--- config.mk ---
export PLATFORM = sky130hd
export DESIGN_NAME = mem_responder_flat
export DESIGN_NICKNAME = d
export VERILOG_FILES = /design/src/rtl/mem_responder_if.sv /design/src/rtl/mem_responder.sv /design/src/flat_wrapper.sv
export SDC_FILE = /design/constraint.sdc
export NUM_CORES = 1
export LEC_CHECK = 0
export CELL_PAD_IN_SITES_DETAIL_PLACEMENT = 1
export CELL_PAD_IN_SITES_GLOBAL_PLACEMENT = 2
export CORE_MARGIN = 3
export CORE_UTILIZATION = 35
export CTS_CLUSTER_SIZE = 12
export DETAILED_ROUTE_END_ITERATION = 12
export GPL_TIMING_DRIVEN = 1
export PLACE_DENSITY = 0.67
export SYNTH_ARGS = -nofsm -noshare
export SYNTH_HDL_FRONTEND = slang
export SYNTH_SLANG_ARGS = --single-unit
export TNS_END_PERCENT = 10
--- constraint.sdc ---
create_clock -name clk -period 4.2 [get_ports clk]
set_input_delay 0.42 -clock clk [delete_from_list [all_inputs] [get_ports clk]]
set_output_delay 0.42 -clock clk [all_outputs]
set_load 0.005 [all_outputs]
--- src/rtl/mem_responder_if.sv ---
// CPU memory port and program-loader port between a CPU/loader master and mem_responder.
interface mem_responder_if #(
    parameter int ADDR_WIDTH = 6,
    parameter int DATA_WIDTH = 16
);
    logic                  we;
    logic [ADDR_WIDTH-1:0] addr;
    logic [DATA_WIDTH-1:0] data;
    logic [DATA_WIDTH-1:0] out;
    logic                  load_valid;
    logic [DATA_WIDTH-1:0] load_data;
    logic                  load_last;
    logic                  load_ready;

    modport master (
        output we, addr, data, load_valid, load_data, load_last,
        input  out, load_ready
    );

    modport slave (
        input  we, addr, data, load_valid, load_data, load_last,
        output out, load_ready
    );
endinterface

--- src/rtl/mem_responder.sv ---
// RAM responder: clears itself, loads a program image, then releases the CPU and serves it.
// Optional macro MEM_RESPONDER_PROTECT_EN drops CPU writes into [PROT_LO, PROT_HI] and flags them.
module mem_responder #(
    parameter int ADDR_WIDTH = 6,
    parameter int DATA_WIDTH = 16,
    parameter int PROT_LO    = 8,
    parameter int PROT_HI    = 63
) (
    input  logic            clk,
    input  logic            rst_n,
    mem_responder_if.slave  bus,
    output logic            cpu_rst_n,
    output logic            prot_err
);
    localparam int DEPTH = 1 << ADDR_WIDTH;
    localparam logic [ADDR_WIDTH-1:0] ADDR_LAST = '1;

    typedef enum logic [1:0] {
        CLEAR = 2'd0,
        LOAD  = 2'd1,
        RUN   = 2'd2
    } state_t;

    state_t                r_state;
    state_t                w_state_next;
    logic [ADDR_WIDTH-1:0] r_clr_ptr;
    logic [ADDR_WIDTH-1:0] r_load_ptr;
    logic [DATA_WIDTH-1:0] r_out;
    logic                  r_cpu_rst_n;
    logic [DATA_WIDTH-1:0] r_mem [DEPTH];

    logic                  w_mem_we;
    logic [ADDR_WIDTH-1:0] w_mem_addr;
    logic [DATA_WIDTH-1:0] w_mem_wdata;
    logic                  w_load_fire;
    logic                  w_we_one;
    logic                  w_prot_hit;

    // Only an explicit 1 is a write; x/z on we is treated as a read.
    assign w_we_one    = (bus.we === 1'b1);
    assign w_load_fire = (r_state == LOAD) && bus.load_valid;

`ifdef MEM_RESPONDER_PROTECT_EN
    localparam logic [ADDR_WIDTH:0] PROT_LO_A = (ADDR_WIDTH+1)'(PROT_LO);
    localparam logic [ADDR_WIDTH:0] PROT_HI_A = (ADDR_WIDTH+1)'(PROT_HI);
    logic r_prot_err;

    assign w_prot_hit = ({1'b0, bus.addr} >= PROT_LO_A) && ({1'b0, bus.addr} <= PROT_HI_A);
    assign prot_err   = r_prot_err;

    always_ff @(posedge clk or negedge rst_n) begin
        if (!rst_n) begin
            r_prot_err <= 1'b0;
        end else if ((r_state == RUN) && w_we_one && w_prot_hit) begin
            r_prot_err <= 1'b1;
        end
    end
`else
    assign w_prot_hit = 1'b0;
    assign prot_err   = 1'b0;
`endif

    always_comb begin
        w_state_next = r_state;
        w_mem_we     = 1'b0;
        w_mem_addr   = r_clr_ptr;
        w_mem_wdata  = '0;
        case (r_state)
            CLEAR: begin
                w_mem_we = 1'b1;
                if (r_clr_ptr == ADDR_LAST) begin
                    w_state_next = LOAD;
                end
            end
            LOAD: begin
                if (w_load_fire) begin
                    w_mem_we    = 1'b1;
                    w_mem_addr  = r_load_ptr;
                    w_mem_wdata = bus.load_data;
                    // Image ends on load_last or when the top address is filled.
                    if (bus.load_last || (r_load_ptr == ADDR_LAST)) begin
                        w_state_next = RUN;
                    end
                end
            end
            RUN: begin
                if (w_we_one && !w_prot_hit) begin
                    w_mem_we    = 1'b1;
                    w_mem_addr  = bus.addr;
                    w_mem_wdata = bus.data;
                end
            end
            default: w_state_next = CLEAR;
        endcase
    end

    always_ff @(posedge clk or negedge rst_n) begin
        if (!rst_n) begin
            r_state     <= CLEAR;
            r_clr_ptr   <= '0;
            r_load_ptr  <= '0;
            r_out       <= '0;
            r_cpu_rst_n <= 1'b0;
        end else begin
            r_state <= w_state_next;
            if (r_state == CLEAR) begin
                r_clr_ptr <= r_clr_ptr + 1'b1;
            end
            if (w_load_fire) begin
                r_load_ptr <= r_load_ptr + 1'b1;
            end
            // A write cycle leaves out holding its previous value.
            if ((r_state == RUN) && !w_we_one) begin
                r_out <= r_mem[bus.addr];
            end
            if (r_state == RUN) begin
                r_cpu_rst_n <= 1'b1;
            end
        end
    end

    always_ff @(posedge clk) begin
        if (w_mem_we) begin
            r_mem[w_mem_addr] <= w_mem_wdata;
        end
    end

    assign bus.out        = r_out;
    assign bus.load_ready = (r_state == LOAD);
    assign cpu_rst_n      = r_cpu_rst_n;
endmodule

--- src/flat_wrapper.sv ---
// flat-port wrapper written by rule: the top's interface ports become plain ports
module mem_responder_flat 
#(
    parameter int ADDR_WIDTH = 6,
    parameter int DATA_WIDTH = 16,
    parameter int PROT_LO    = 8,
    parameter int PROT_HI    = 63
)
  (clk, rst_n, cpu_rst_n, prot_err, bus_we, bus_addr, bus_data, bus_load_valid, bus_load_data, bus_load_last, bus_out, bus_load_ready);
  mem_responder_if #(.ADDR_WIDTH(ADDR_WIDTH), .DATA_WIDTH(DATA_WIDTH)) bus_i ();
  input  logic clk;
  input  logic rst_n;
  output logic cpu_rst_n;
  output logic prot_err;
  input wire logic [$bits(bus_i.we)-1:0] bus_we;
  input wire logic [$bits(bus_i.addr)-1:0] bus_addr;
  input wire logic [$bits(bus_i.data)-1:0] bus_data;
  input wire logic [$bits(bus_i.load_valid)-1:0] bus_load_valid;
  input wire logic [$bits(bus_i.load_data)-1:0] bus_load_data;
  input wire logic [$bits(bus_i.load_last)-1:0] bus_load_last;
  output wire logic [$bits(bus_i.out)-1:0] bus_out;
  output wire logic [$bits(bus_i.load_ready)-1:0] bus_load_ready;
  assign bus_i.we = bus_we;
  assign bus_i.addr = bus_addr;
  assign bus_i.data = bus_data;
  assign bus_i.load_valid = bus_load_valid;
  assign bus_i.load_data = bus_load_data;
  assign bus_i.load_last = bus_load_last;
  assign bus_out = bus_i.out;
  assign bus_load_ready = bus_i.load_ready;
  mem_responder #(.ADDR_WIDTH(ADDR_WIDTH), .DATA_WIDTH(DATA_WIDTH), .PROT_LO(PROT_LO), .PROT_HI(PROT_HI)) u_core (.clk(clk), .rst_n(rst_n), .bus(bus_i), .cpu_rst_n(cpu_rst_n), .prot_err(prot_err));
endmodule
==> results.py <==
metrics = {
    "synth": {
        "synthTopCellsByArea": "edfxtp_1 75%, mux4_2 11%, mux2i_1 3.5%, a22oi_1 2.1%, dfrtp_1 1.9%",
        "synth_commonest_cells": "1,024 x edfxtp_1, 192 x mux4_2, 144 x mux2i_1",
        "synth_edf_count": 1024,
        "yosys.area.top_type": "edfxtp_1",
        "ys_seq_elements": 1055,
        "synth_top_area_share_pct": 75.26,
        "ys_types": 46,
        "syn_inst": 1960,
        "synth_nets": 2010,
        "syn_area_mm2": 0.04086,
        "synth.avg_cell_area_um2": 20.85,
        "synth.most_common_cell": "edfxtp_1",
        "synthArstFlopShare_pct": 2.938,
        "ys.flop_type": "edfxtp_1",
        "yosys_warnings": 0,
        "seq_area_frac_synth_pct": 77.16,
    },
    "setup_path": {
        "cp-start-kind": "register",
        "end_kind": "register",
        "worst-r2r-cell-count": 8,
        "arrival_ps": 3940,
        "cp_max_fo": 16,
        "crit_required_ps": 4530,
        "critPathLaunch": "u_core.r_state[0]$_DFFE_PN0P_",
        "r2r-start": "u_core.r_state[0]$_DFFE_PN0P_",
        "critical_path_class": "register to register",
    },
    "grt": {
        "track_usage_pct": 17.79,
        "met1_usage_pct": 25.95,
        "busiest_layer": "met2",
        "grt_pass1_wl_mm": 156.4,
        "antenna_found_initial": 3,
        "grt_max_degree": 65,
        "grt_use_met3_pct": 2.697,
        "globalRouteMet2Util_pct": 28.09,
        "first_global_vias": 21380,
        "grt-ovfl-total": 0,
    },
    "final_layout": {
        "drive_gt1_share_pct": 21.85,
        "diodes": 0,
        "instances_no_fill": 3732,
        "area_growth_pct": 15.49,
        "nets": 2197,
        "fillers": 10950,
    },
    "clocking": {
        "ctsRootBufferMaster": "clkbuf_16",
        "clkLatencyLatePin_ps": 680,
        "cts_buffers": 104,
        "ctsLongestPathBuffers": 3,
        "clock_sinks": 1055,
        "ctsResizeCount": 0,
        "cts_tree": "done",
        "htree_levels": 3,
        "clkTransAtPathRegs_ps": 60,
    },
    "detailed_routing": {
        "route.detailed.drc": 0,
        "vias": 20380,
        "wire_per_inst_um": 29.08,
        "viasPerCell": 5.461,
        "drt_first_pass_iters": 5,
        "drtIter0Drc": 2283,
        "wl_mm": 108.5,
        "postRouteAntennaNets": 0,
    },
    "timing": {
        "holdWs_ps": 408.5,
        "finalMaxSlewViolations": 0,
        "timing.setup.tns_ps": 0,
        "rsz0062_at_grt": "false",
        "slew_headroom_pct": 30.29,
        "worst_pin_slew_ps": 1039,
        "setup_viol": 0,
        "fin_worst_skew_ps": 36.22,
        "max_freq_mhz": 276.7,
        "min_period_ps": 3613,
        "hold_viol_final": 0,
        "timing.final.crit_share_pct": 86.03,
    },
    "floorplanning": {
        "core_mm2": 0.1151,
        "row_count": 124,
        "start_util_pct": 35.49,
        "die_h_um": 347.7,
        "fp.dieW_um": 347.7,
        "dieArea_mm2": 0.1209,
        "num_io_pins": 62,
    },
    "pwr": {
        "ir_drop_uv": 383.2,
        "powerDensity_mw_per_mm2": 432.0,
        "internal_power_mw": 16.28,
        "power_frac_seq_pct": 55.8,
        "power_leakage_nw": 12.50,
        "switching_share_pct": 20.13,
        "clock_power_share_pct": 41.8,
        "switchingPower_mw": 4.103,
        "pwr-share-comb_pct": 2.4,
    },
    "placement": {
        "io_buffers": 60,
        "gp_congestion": 0.8293,
        "placed_cells": 3552,
        "hpwl_mm": 65.73,
    },
    "worst_hold_path": {
        "hold_class": "primary input to async pin",
    },
    "outcome": {
        "status": "completed",
    },
    "flow_run": {
        "drv_cap": 0,
    },
}
-- cell type report --
| class | count | area (µm²) | area share [%] |
|---|---|---|---|
| sequential | 1055 | 31530 | 66.81 |
| multi-input combinational | 787 | 8812 | 18.68 |
| clock buffer | 151 | 2880 | 6.104 |
| tap | 1512 | 1892 | 4.009 |
| timing repair buffer | 194 | 1887 | 3.999 |
| clock inverter | 28 | 171.4 | 0.3633 |
| inverter | 5 | 18.77 | 0.03977 |
-- flip-flops by register name, summed over array words and instances, names as in the netlist --
signal	count
u_core.r_mem	1024
u_core.r_load_ptr	6
u_core.cpu_rst_n	1
u_core.bus.out	16
u_core.r_clr_ptr	6
u_core.r_state	2
-- metal layers --
layer / up-vias / part of all wire (%)
li1: 8585 / -
met1: 10990 / 45
met2: 679 / 47
met3: 123 / 6.2
met4: 0 / 2.3
met5: - / 0
-- layout by cell type (no fill, tap or decap), drive strengths merged, types with 2 or more instances in the layout --
master,synthesis,layout
nand3,53,53
nand4,21,21
nand2b,2,2
nand2,5,5
xnor2,7,7
mux2i,144,144
or3b,2,2
nor2b,18,18
inv,4,9
ha,7,7
mux2,5,5
a221o,17,17
a211oi,30,30
nor2,86,86
xor2,3,3
clkinv,1,24
a22oi,117,117
edfxtp,1024,1024
clkbuf,28,151
or3,16,16
dfrtp,31,31
nand3b,2,2
and3,3,3
o22ai,32,32
buf,85,137
mux4,192,192
and2,3,3
a22o,10,10
clkdlybuf4s50,0,56
-- stage by stage --
stage	util, %	area, µm²	total power [mW]	setup WS, ps
after global placement	38.33	44120	12.09	303.9
after detailed placement	38.33	44120	12.09	362.1
after CTS	40.99	47190	20.57	630.5
after global routing	40.99	47190	21.02	366.8
final	40.99	47190	20.38	586.6
after floorplan	-	40860	11.90	662.9
-- power by group through the flow --
stage | sequential, mW | clock (mW) | combinational, mW
global placement | 11.6 | 0 | 0.497
detailed placement | 11.6 | 0 | 0.503
global route | 11.4 | 9.14 | 0.526
floorplan | 11.6 | 0 | 0.314
finish | 11.4 | 8.52 | 0.495
CTS | 11.4 | 8.71 | 0.504
-- critical path, stage by stage, from the launching register on --
cell and delay [ps]:
dfrtp_1 420, inv_1 100, ha_1 590, nand3_1 410
a22oi_1 450, nand3_1 490, buf_4 360, nor2_1 110
buf_4 310
-- path summary, 6_finish.rpt --
check                                                  to  slack, ps
min reg2reg                  u_core.cpu_rst_n$_DFFE_PN0N_        490
max in group asynchronous  u_core.bus.out[10]$_DFFE_PN0P_       3200
max reg2reg                u_core.r_mem[58][13]$_DFFE_PP_        590
min in group clk             u_core.cpu_rst_n$_DFFE_PN0N_        490
min                          u_core.cpu_rst_n$_DFFE_PN0N_        410
max                        u_core.r_mem[58][13]$_DFFE_PP_        590
-- timing repair --
action	4_1_cts	5_1_grt
hold endpoints to repair	31	0
hold buffers	1	0
setup buffers	0	0
-- logic make-up (layout without fill, tap and decap cells) --
| logic type | count (synthesis) | after routing | synth area share [%] |
|---|---|---|---|
| multiplexers | 341 | 341 | 14.25 |
| buffers and inverters | 118 | 378 | 1.589 |
| XOR/XNOR | 10 | 10 | 0.2144 |
| adder cells (fa/ha/maj) | 7 | 7 | 0.2144 |
| AND/OR/NAND/NOR | 216 | 216 | 2.625 |
| AO/OA/AOI/OAI | 212 | 212 | 3.938 |
| other | 1 | 1 | 0.009178 |
| flip-flops | 1055 | 1055 | 77.16 |
No activity file was read; power rests on OpenSTA's default activity.
